==> src/rtl/fetch_unit.sv <==
// Instruction fetch stage: owns the fetch PC, issues credit-limited in-order
// requests to instruction memory, buffers returned words and hands {instr, pc} to decode.
module fetch_unit #(
  parameter int unsigned            ADDR_WIDTH     = 64,
  parameter logic [ADDR_WIDTH-1:0]  RESET_PC       = '0,
  parameter int unsigned            FIFO_DEPTH_POW = 1
) (
  input  logic                  clk_in,
  input  logic                  reset,
  input  logic                  redirect_valid_in,
  input  logic [ADDR_WIDTH-1:0] redirect_pc_in,
  output logic                  imem_req_valid_out,
  output logic [ADDR_WIDTH-1:0] imem_req_addr_out,
  input  logic                  imem_req_ready_in,
  input  logic                  imem_resp_valid_in,
  input  logic [31:0]           imem_resp_instr_in,
  output logic                  instr_valid_out,
  output logic [31:0]           instr_out,
  output logic [ADDR_WIDTH-1:0] instr_pc_out,
  input  logic                  instr_ready_in
);

  localparam int unsigned DEPTH = 1 << FIFO_DEPTH_POW;
  localparam int unsigned PW    = FIFO_DEPTH_POW;
  localparam int unsigned CW    = FIFO_DEPTH_POW + 1;
  localparam int unsigned CW1   = CW + 1;

  typedef enum logic [1:0] {ST_RUN, ST_STALL, ST_FLUSH} state_t;

  state_t                state_q, state_nx;
  logic [ADDR_WIDTH-1:0] fetch_pc, fetch_pc_nx;
  logic [ADDR_WIDTH-1:0] resp_pc, resp_pc_nx;
  logic [CW-1:0]         outstanding, outstanding_nx;
  logic [CW-1:0]         fifo_count, fifo_count_nx;
  logic [CW-1:0]         drop_cnt, drop_cnt_nx;
  logic [PW-1:0]         wr_ptr, rd_ptr;
  logic [31:0]           fifo_instr [DEPTH];
  logic [ADDR_WIDTH-1:0] fifo_pc    [DEPTH];

  logic [ADDR_WIDTH-1:0] redirect_target;
  logic                  credit_ok, credits_nx;
  logic                  req_fire, resp_ok, resp_drop, push, pop;

  // Low address bits of a redirect are ignored; masking keeps every input bit in use.
  assign redirect_target = redirect_pc_in & ~ADDR_WIDTH'(3);

  // A request is allowed only if its word is guaranteed a FIFO slot on return.
  assign credit_ok = ({1'b0, outstanding} + {1'b0, fifo_count}) < CW1'(DEPTH);

  assign imem_req_valid_out = ~reset & ~redirect_valid_in & credit_ok;
  assign imem_req_addr_out  = fetch_pc;

  assign instr_valid_out = ~reset & ~redirect_valid_in & (fifo_count != '0);
  assign instr_out       = instr_valid_out ? fifo_instr[rd_ptr] : '0;
  assign instr_pc_out    = instr_valid_out ? fifo_pc[rd_ptr]    : '0;

  assign req_fire  = imem_req_valid_out & imem_req_ready_in;
  assign resp_ok   = ~reset & imem_resp_valid_in & (outstanding != '0);
  assign resp_drop = resp_ok & ((drop_cnt != '0) | redirect_valid_in);
  assign push      = resp_ok & ~resp_drop;
  assign pop       = instr_valid_out & instr_ready_in;

  // Next-state, counters and PCs.
  always_comb begin
    state_nx       = state_q;
    fetch_pc_nx    = fetch_pc;
    resp_pc_nx     = resp_pc;
    outstanding_nx = outstanding + CW'(req_fire) - CW'(resp_ok);
    fifo_count_nx  = fifo_count + CW'(push) - CW'(pop);
    drop_cnt_nx    = drop_cnt - CW'(resp_ok && (drop_cnt != '0));

    if (redirect_valid_in) begin
      fetch_pc_nx   = redirect_target;
      resp_pc_nx    = redirect_target;
      fifo_count_nx = '0;
      drop_cnt_nx   = outstanding - CW'(resp_ok);
    end else begin
      if (req_fire) fetch_pc_nx = fetch_pc + ADDR_WIDTH'(4);
      if (push)     resp_pc_nx  = resp_pc + ADDR_WIDTH'(4);
    end

    credits_nx = ({1'b0, outstanding_nx} + {1'b0, fifo_count_nx}) < CW1'(DEPTH);

    unique case (state_q)
      ST_RUN:   if (!credits_nx) state_nx = ST_STALL;
      ST_STALL: if (credits_nx)  state_nx = ST_RUN;
      ST_FLUSH: if (drop_cnt_nx == '0) state_nx = credits_nx ? ST_RUN : ST_STALL;
      default:  state_nx = ST_RUN;
    endcase

    if (redirect_valid_in) state_nx = (drop_cnt_nx != '0) ? ST_FLUSH : ST_RUN;
  end

  always_ff @(posedge clk_in) begin
    if (reset) begin
      state_q     <= ST_RUN;
      fetch_pc    <= RESET_PC;
      resp_pc     <= RESET_PC;
      outstanding <= '0;
      fifo_count  <= '0;
      drop_cnt    <= '0;
      wr_ptr      <= '0;
      rd_ptr      <= '0;
    end else begin
      state_q     <= state_nx;
      fetch_pc    <= fetch_pc_nx;
      resp_pc     <= resp_pc_nx;
      outstanding <= outstanding_nx;
      fifo_count  <= fifo_count_nx;
      drop_cnt    <= drop_cnt_nx;
      wr_ptr      <= redirect_valid_in ? '0 : wr_ptr + PW'(push);
      rd_ptr      <= redirect_valid_in ? '0 : rd_ptr + PW'(pop);
    end
  end

  // Buffer storage carries no reset; occupancy is tracked by fifo_count.
  always_ff @(posedge clk_in) begin
    if (push) begin
      fifo_instr[wr_ptr] <= imem_resp_instr_in;
      fifo_pc[wr_ptr]    <= resp_pc;
    end
  end

  a_stall_no_req : assert property (@(posedge clk_in) disable iff (reset)
    (state_q == ST_STALL) |-> !imem_req_valid_out);
  a_flush_drop : assert property (@(posedge clk_in) disable iff (reset)
    (state_q == ST_FLUSH) == (drop_cnt != '0));

endmodule

==> config.mk <==
export PLATFORM = sky130hd
export DESIGN_NAME = fetch_unit
export DESIGN_NICKNAME = d
export VERILOG_FILES = /design/src/rtl/fetch_unit.sv
export SDC_FILE = /design/constraint.sdc
export NUM_CORES = 1
export LEC_CHECK = 0
export ABC_AREA = 1
export ABC_CLOCK_PERIOD_IN_PS = 9640
export CORE_MARGIN = 2
export CORE_UTILIZATION = 25
export DETAILED_ROUTE_END_ITERATION = 7
export RECOVER_POWER = 100
export SYNTH_ARGS = -nofsm -noshare
export SYNTH_HDL_FRONTEND = slang
export SYNTH_SLANG_ARGS = --single-unit
==> constraint.sdc <==
create_clock -name clk_in -period 9.64 [get_ports clk_in]
set_clock_uncertainty 0.05 [all_clocks]
set_input_delay 1.928 -clock clk_in [delete_from_list [all_inputs] [get_ports clk_in]]
set_output_delay 1.928 -clock clk_in [all_outputs]
set_load 0.03 [all_outputs]
-- Word level (Yosys, flattened, before mapping)
Memories as Yosys holds them, arrays and structs flattened. A register that Yosys moved wholly into a read port is not among the register bits.
Cells that the tools add are included.
W data, S select, Z words.
- register bits: 136
- RAM bits: 192
- bits of input ports: 102
- logic and storage cells: 54
- memories kept: 2
- memory list (memory ; words ; width ; rd ports ; clocked after Yosys merged registers in ; wr ports ; line ; text):
    fifo_pc ; 2 ; 64 ; 1 ; 1 ; 1 ; 38 ; logic [ADDR_WIDTH-1:0] fifo_pc [DEPTH];
    fifo_instr ; 2 ; 32 ; 1 ; 1 ; 1 ; 37 ; logic [31:0] fifo_instr [DEPTH];
- add/subtract/negate cells: 11
- order comparisons: 1
- muxes and demuxes: 11
- bitwise operators: 13
- reductions and logical operators: 7
- operator list (kind ; count):
    $mux W64 ; 5
    $add A64 B3 Y64 const B ; 2
    $mux W32 ; 1
    $reduce_bool A2 Y1 ; 5
    $and A1 B1 Y1 ; 9
    $sub A2 B1 Y2 ; 4
    $add A2 B1 Y2 ; 2
    $mux W1 ; 4
    $add A2 B2 Y3 ; 1
    $lt A3 B2 Y1 const B ; 1
    $not A1 Y1 ; 3
    $add A1 B1 Y1 ; 2
    $mux W2 ; 1
    $reduce_or A2 Y1 ; 1
    $logic_and A1 B1 Y1 ; 1
    $or A1 B1 Y1 ; 1

-- Logic depth before layout (Yosys ltp)
- depth in word-level cells: 8
- mapped depth: 12
- mapped depth without buffers: 11

-- Worst setup path before layout
Ideal clock, no wire load.
- path type: in2reg
- start: input port reset
- end: memory fifo_instr[1][0], enable pin
- arrival time: 4924 ps
- data required time: 9126 ps
- slack: 4202 ps
- cell stages on the path: 6
- path buffers: 2
- cells stage by stage: buf_2 nor2_2 nand2_2 inv_2 buf_2 ha_1
- cells in the longest elaborated chain, start to end: 8
- ends and longest elaborated chain (element ; line ; text):
    from (decl) ; 9 ; input logic reset,
    $not A1 Y1 (*) ; 58 ; assign resp_ok = ~reset & imem_resp_valid_in & (outstanding != '0);
    $and A1 B1 Y1 (*) (2 in series) ; 58 ;
    $and A1 B1 Y1 ; 59 ; assign resp_drop = resp_ok & ((drop_cnt != '0) | redirect_valid_in);
    $not A1 Y1 ; 60 ; assign push = resp_ok & ~resp_drop;
    $and A1 B1 Y1 (*) ; 60 ;
    $mux W1 (*) ; 118 ; if (push) begin
    $mux W1 (implied by the code) (*) ; 119 ; fifo_instr[wr_ptr] <= imem_resp_instr_in;
    to (decl) ; 37 ;
Every way passes the cells marked *; elsewhere a longest branch is shown, timed or not.

-- Worst setup path after layout
- start: input port imem_resp_valid_in
- end: memory fifo_pc[1][62], enable pin
- cells in the longest elaborated chain, start to end: 7
- ends and longest elaborated chain (element ; line ; text):
    from (decl) ; 15 ; input logic imem_resp_valid_in,
    $and A1 B1 Y1 (*) (2 in series) ; 58 ;
    $and A1 B1 Y1 ; 59 ;
    $not A1 Y1 ; 60 ;
    $and A1 B1 Y1 (*) ; 60 ;
    $mux W1 (*) ; 118 ;
    $mux W1 (implied by the code) (*) ; 120 ; fifo_pc[wr_ptr] <= resp_pc;
    to (decl) ; 38 ;
Marked as above.

==> impl_metrics.toml <==
[clock_tree]
insertion_delay_ps = 580
clock-root-buffer = "clkbuf_16"
ctsResizeCount = 0
path_clk_slew_ps = 60
cts_setup_buffers = 0
cts_buffers = 40
htreeDepth = 2
cts_buffer_depth = 3
cts_sinks = 320
cts_tree = "built"
ctsHoldBuffers = 0

[detailed_routing]
wl_met2_um = 27200
vias = 15300
routed_wl_um = 59400
top_layer = "met4"
wl_met3_um = 3920
dr.pass1.iters = 5
ant_nets = 0
m1WireLength_um = 26400
wl_per_cell_um = 17.9
drtIter0Drc = 1263
via_per_inst = 4.63
drc = 0

[grt]
grt_max_degree = 76
grt.total_usage_pct = 17.1
grt_overflow = 0
first_global_vias = 14200
grt_pass1_wl_um = 87000
antenna_found_initial = 2

[final_layout]
drive_gt1_share_pct = 4.75
nets = 2526
final_util_pct = 32.3
area_growth_pct = 28.1
n_fill_cell = 6941
instances_no_fill = 3310

[power]
internal_power_mw = 2.42
vdd_ir_drop_max_mv = 0.102
switchingPower_uw = 841
p_leak_nw = 7.74
pwr_density_cell_mw_per_mm2 = 154
pwr-share-clk_pct = 44.4
comb_power_share_pct = 8.0
p_seq_share_pct = 47.6
swShare_pct = 25.8

[sta]
drv_slew = 346
rsz0062_at_grt = "no"
setup_ws_ps = 2180
max_freq_mhz = 134
slew_headroom_pct = -130
fin_tns_setup_ps = 0
fin_crit_ps = 7460
finalCritPeriodShare_pct = 77.4
worstMarginPinSlew_ps = 3450
hold_viol_final = 0
setup-violations-final = 0

[floorplanning]
start_util_pct = 25.2
dieArea_sq_mm = 0.0682
die_w_um = 261
die_y_um = 261
rows = 94
ios = 264
core_area_sq_mm = 0.0656

[worst_setup_path]
arrival_ps = 7490
cp-end-kind = "flip-flop"
criticalPathCategory = "in2reg"
cp.required_ps = 9670
cp-start-kind = "primary input"
worstPathMaxFanout = 59

[synth]
synth.distinct_cells = 38
yosysSeqAreaShare_pct = 50.1
ys_ff_latch = 320
synth-edff-count = 188
synth_area_sq_mm = 0.0165
synth_area_per_cell_sq_um = 7.58
synth_cells = 2182
synth_ff_type = "edfxtp_1"
async_reset_ff_share_pct = 0
ys_warn_count = 0

[placed_design]
numPlacedInstances = 3235
dp_hpwl_um = 43800
gp_congestion = 0.955
io_buffers = 257
dpl_worst_slack_ps = 3010

[worst_hold_path]
hold_class = "reg2reg"

[outcome]
status = "finished with violations"
violations = "max-capacitance violations, max-slew violations"

[job]
cap_violations = 7
[final timing paths]
path,start,end,slack (ps),cells past startpoint
max,imem_resp_valid_in,fifo_pc[1][62]$_DFFE_PP_,2180,7
min,resp_pc[9]$_SDFFE_PP0P_,fifo_pc[0][9]$_DFFE_PP_,490,0
max reg2reg,outstanding[1]$_SDFF_PP0_,fifo_pc[1][62]$_DFFE_PP_,3600,6
min reg2reg,resp_pc[9]$_SDFFE_PP0P_,fifo_pc[0][9]$_DFFE_PP_,490,0
[power by group through the flow]
stage | registers (mW) | logic [mW] | clock network, mW
after global placement | 1.58 | 0.267 | 0
after global routing | 1.56 | 0.286 | 1.54
after CTS | 1.55 | 0.272 | 1.49
after floorplan | 1.58 | 0.122 | 0
final | 1.55 | 0.261 | 1.45
after detailed placement | 1.58 | 0.270 | 0
[synthesized netlist by cell type (18+ instances only)]
| cell type | n | area (sq um) |
|---|---|---|
| nand2_1 | 697 | 2620 |
| nor2_1 | 249 | 935 |
| inv_1 | 213 | 800 |
| a21oi_1 | 204 | 1020 |
| edfxtp_1 | 188 | 5650 |
| dfxtp_1 | 132 | 2640 |
| nand3_1 | 102 | 510 |
| o21ai_0 | 90 | 450 |
| clkbuf_1 | 46 | 173 |
| o21ai_1 | 45 | 225 |
| nand4_1 | 30 | 188 |
| a31oi_1 | 27 | 169 |
| xor2_1 | 26 | 228 |
| nor2_2 | 19 | 119 |
| buf_2 | 18 | 90.1 |
[stage by stage]
stage                     hold WS [ps]  total power [mW]  area [sq um]
after detailed placement           487              1.85         20000
after floorplan                    398              1.70         16500
final                              487              3.26         21200
after global placement             489              1.85         20000
after global routing               511              3.39         21200
after CTS                          485              3.31         21200
[cell families (layout without fill, tap and decap cells)]
kind of cell               count (synthesis)  in the layout  synth area share, %
DFF                                      320            320                 50.1
AOI/OAI and AO/OA                        378            378                 11.8
adders and majority gates                 11             11                0.878
buffers and inverters                    305            564                 7.16
and+or+nand+nor                         1130           1130                 28.0
xor gates and xnor gates                  37             37                 1.96
other                                      1              6               0.0227
[placed cells by master (no fill, tap or decap), types with 40 or more instances in the layout]
| cell | instances |
|---|---|
| a21oi_1 | 204 |
| clkbuf_16 | 40 |
| clkdlybuf4s50_1 | 65 |
| dfxtp_1 | 131 |
| dlygate4sd3_1 | 190 |
| edfxtp_1 | 188 |
| inv_1 | 216 |
| nand2_1 | 698 |
| nand3_1 | 102 |
| nor2_1 | 251 |
| o21ai_0 | 123 |
[metal layers]
layer	global-route usage [%]	vias up
met5	0	-
met4	6.04	0
met3	3.23	90
met2	27.7	526
met1	22.7	7116
li1	-	7581
[sequential cells by signal, summed over array words and instances, names as in the netlist]
name,count
drop_cnt,2
fifo_count,2
fifo_instr,64
fifo_pc,124
imem_req_addr_out,62
outstanding,2
rd_ptr,1
resp_pc,62
wr_ptr,1
[worst max-delay path, cell delays in order]
cell,delay [ps]
dlygate4sd3_1,530
o21ai_0,80
nor2_1,270
nand2_1,460
inv_1,240
ha_1,1370
clkbuf_1,2510
[cell type report]
type	count	area (sq um)	area share, %
diodes	2	5.00	0.0236
clock buffers	53	1100	5.19
multi-input cells	1560	7070	33.4
repair buffers	266	2620	12.4
clock inverters	20	171	0.809
well taps	864	1080	5.10
inverters	225	845	3.99
flip-flops and latches	320	8290	39.1
Power figures use the tool's default switching activity.
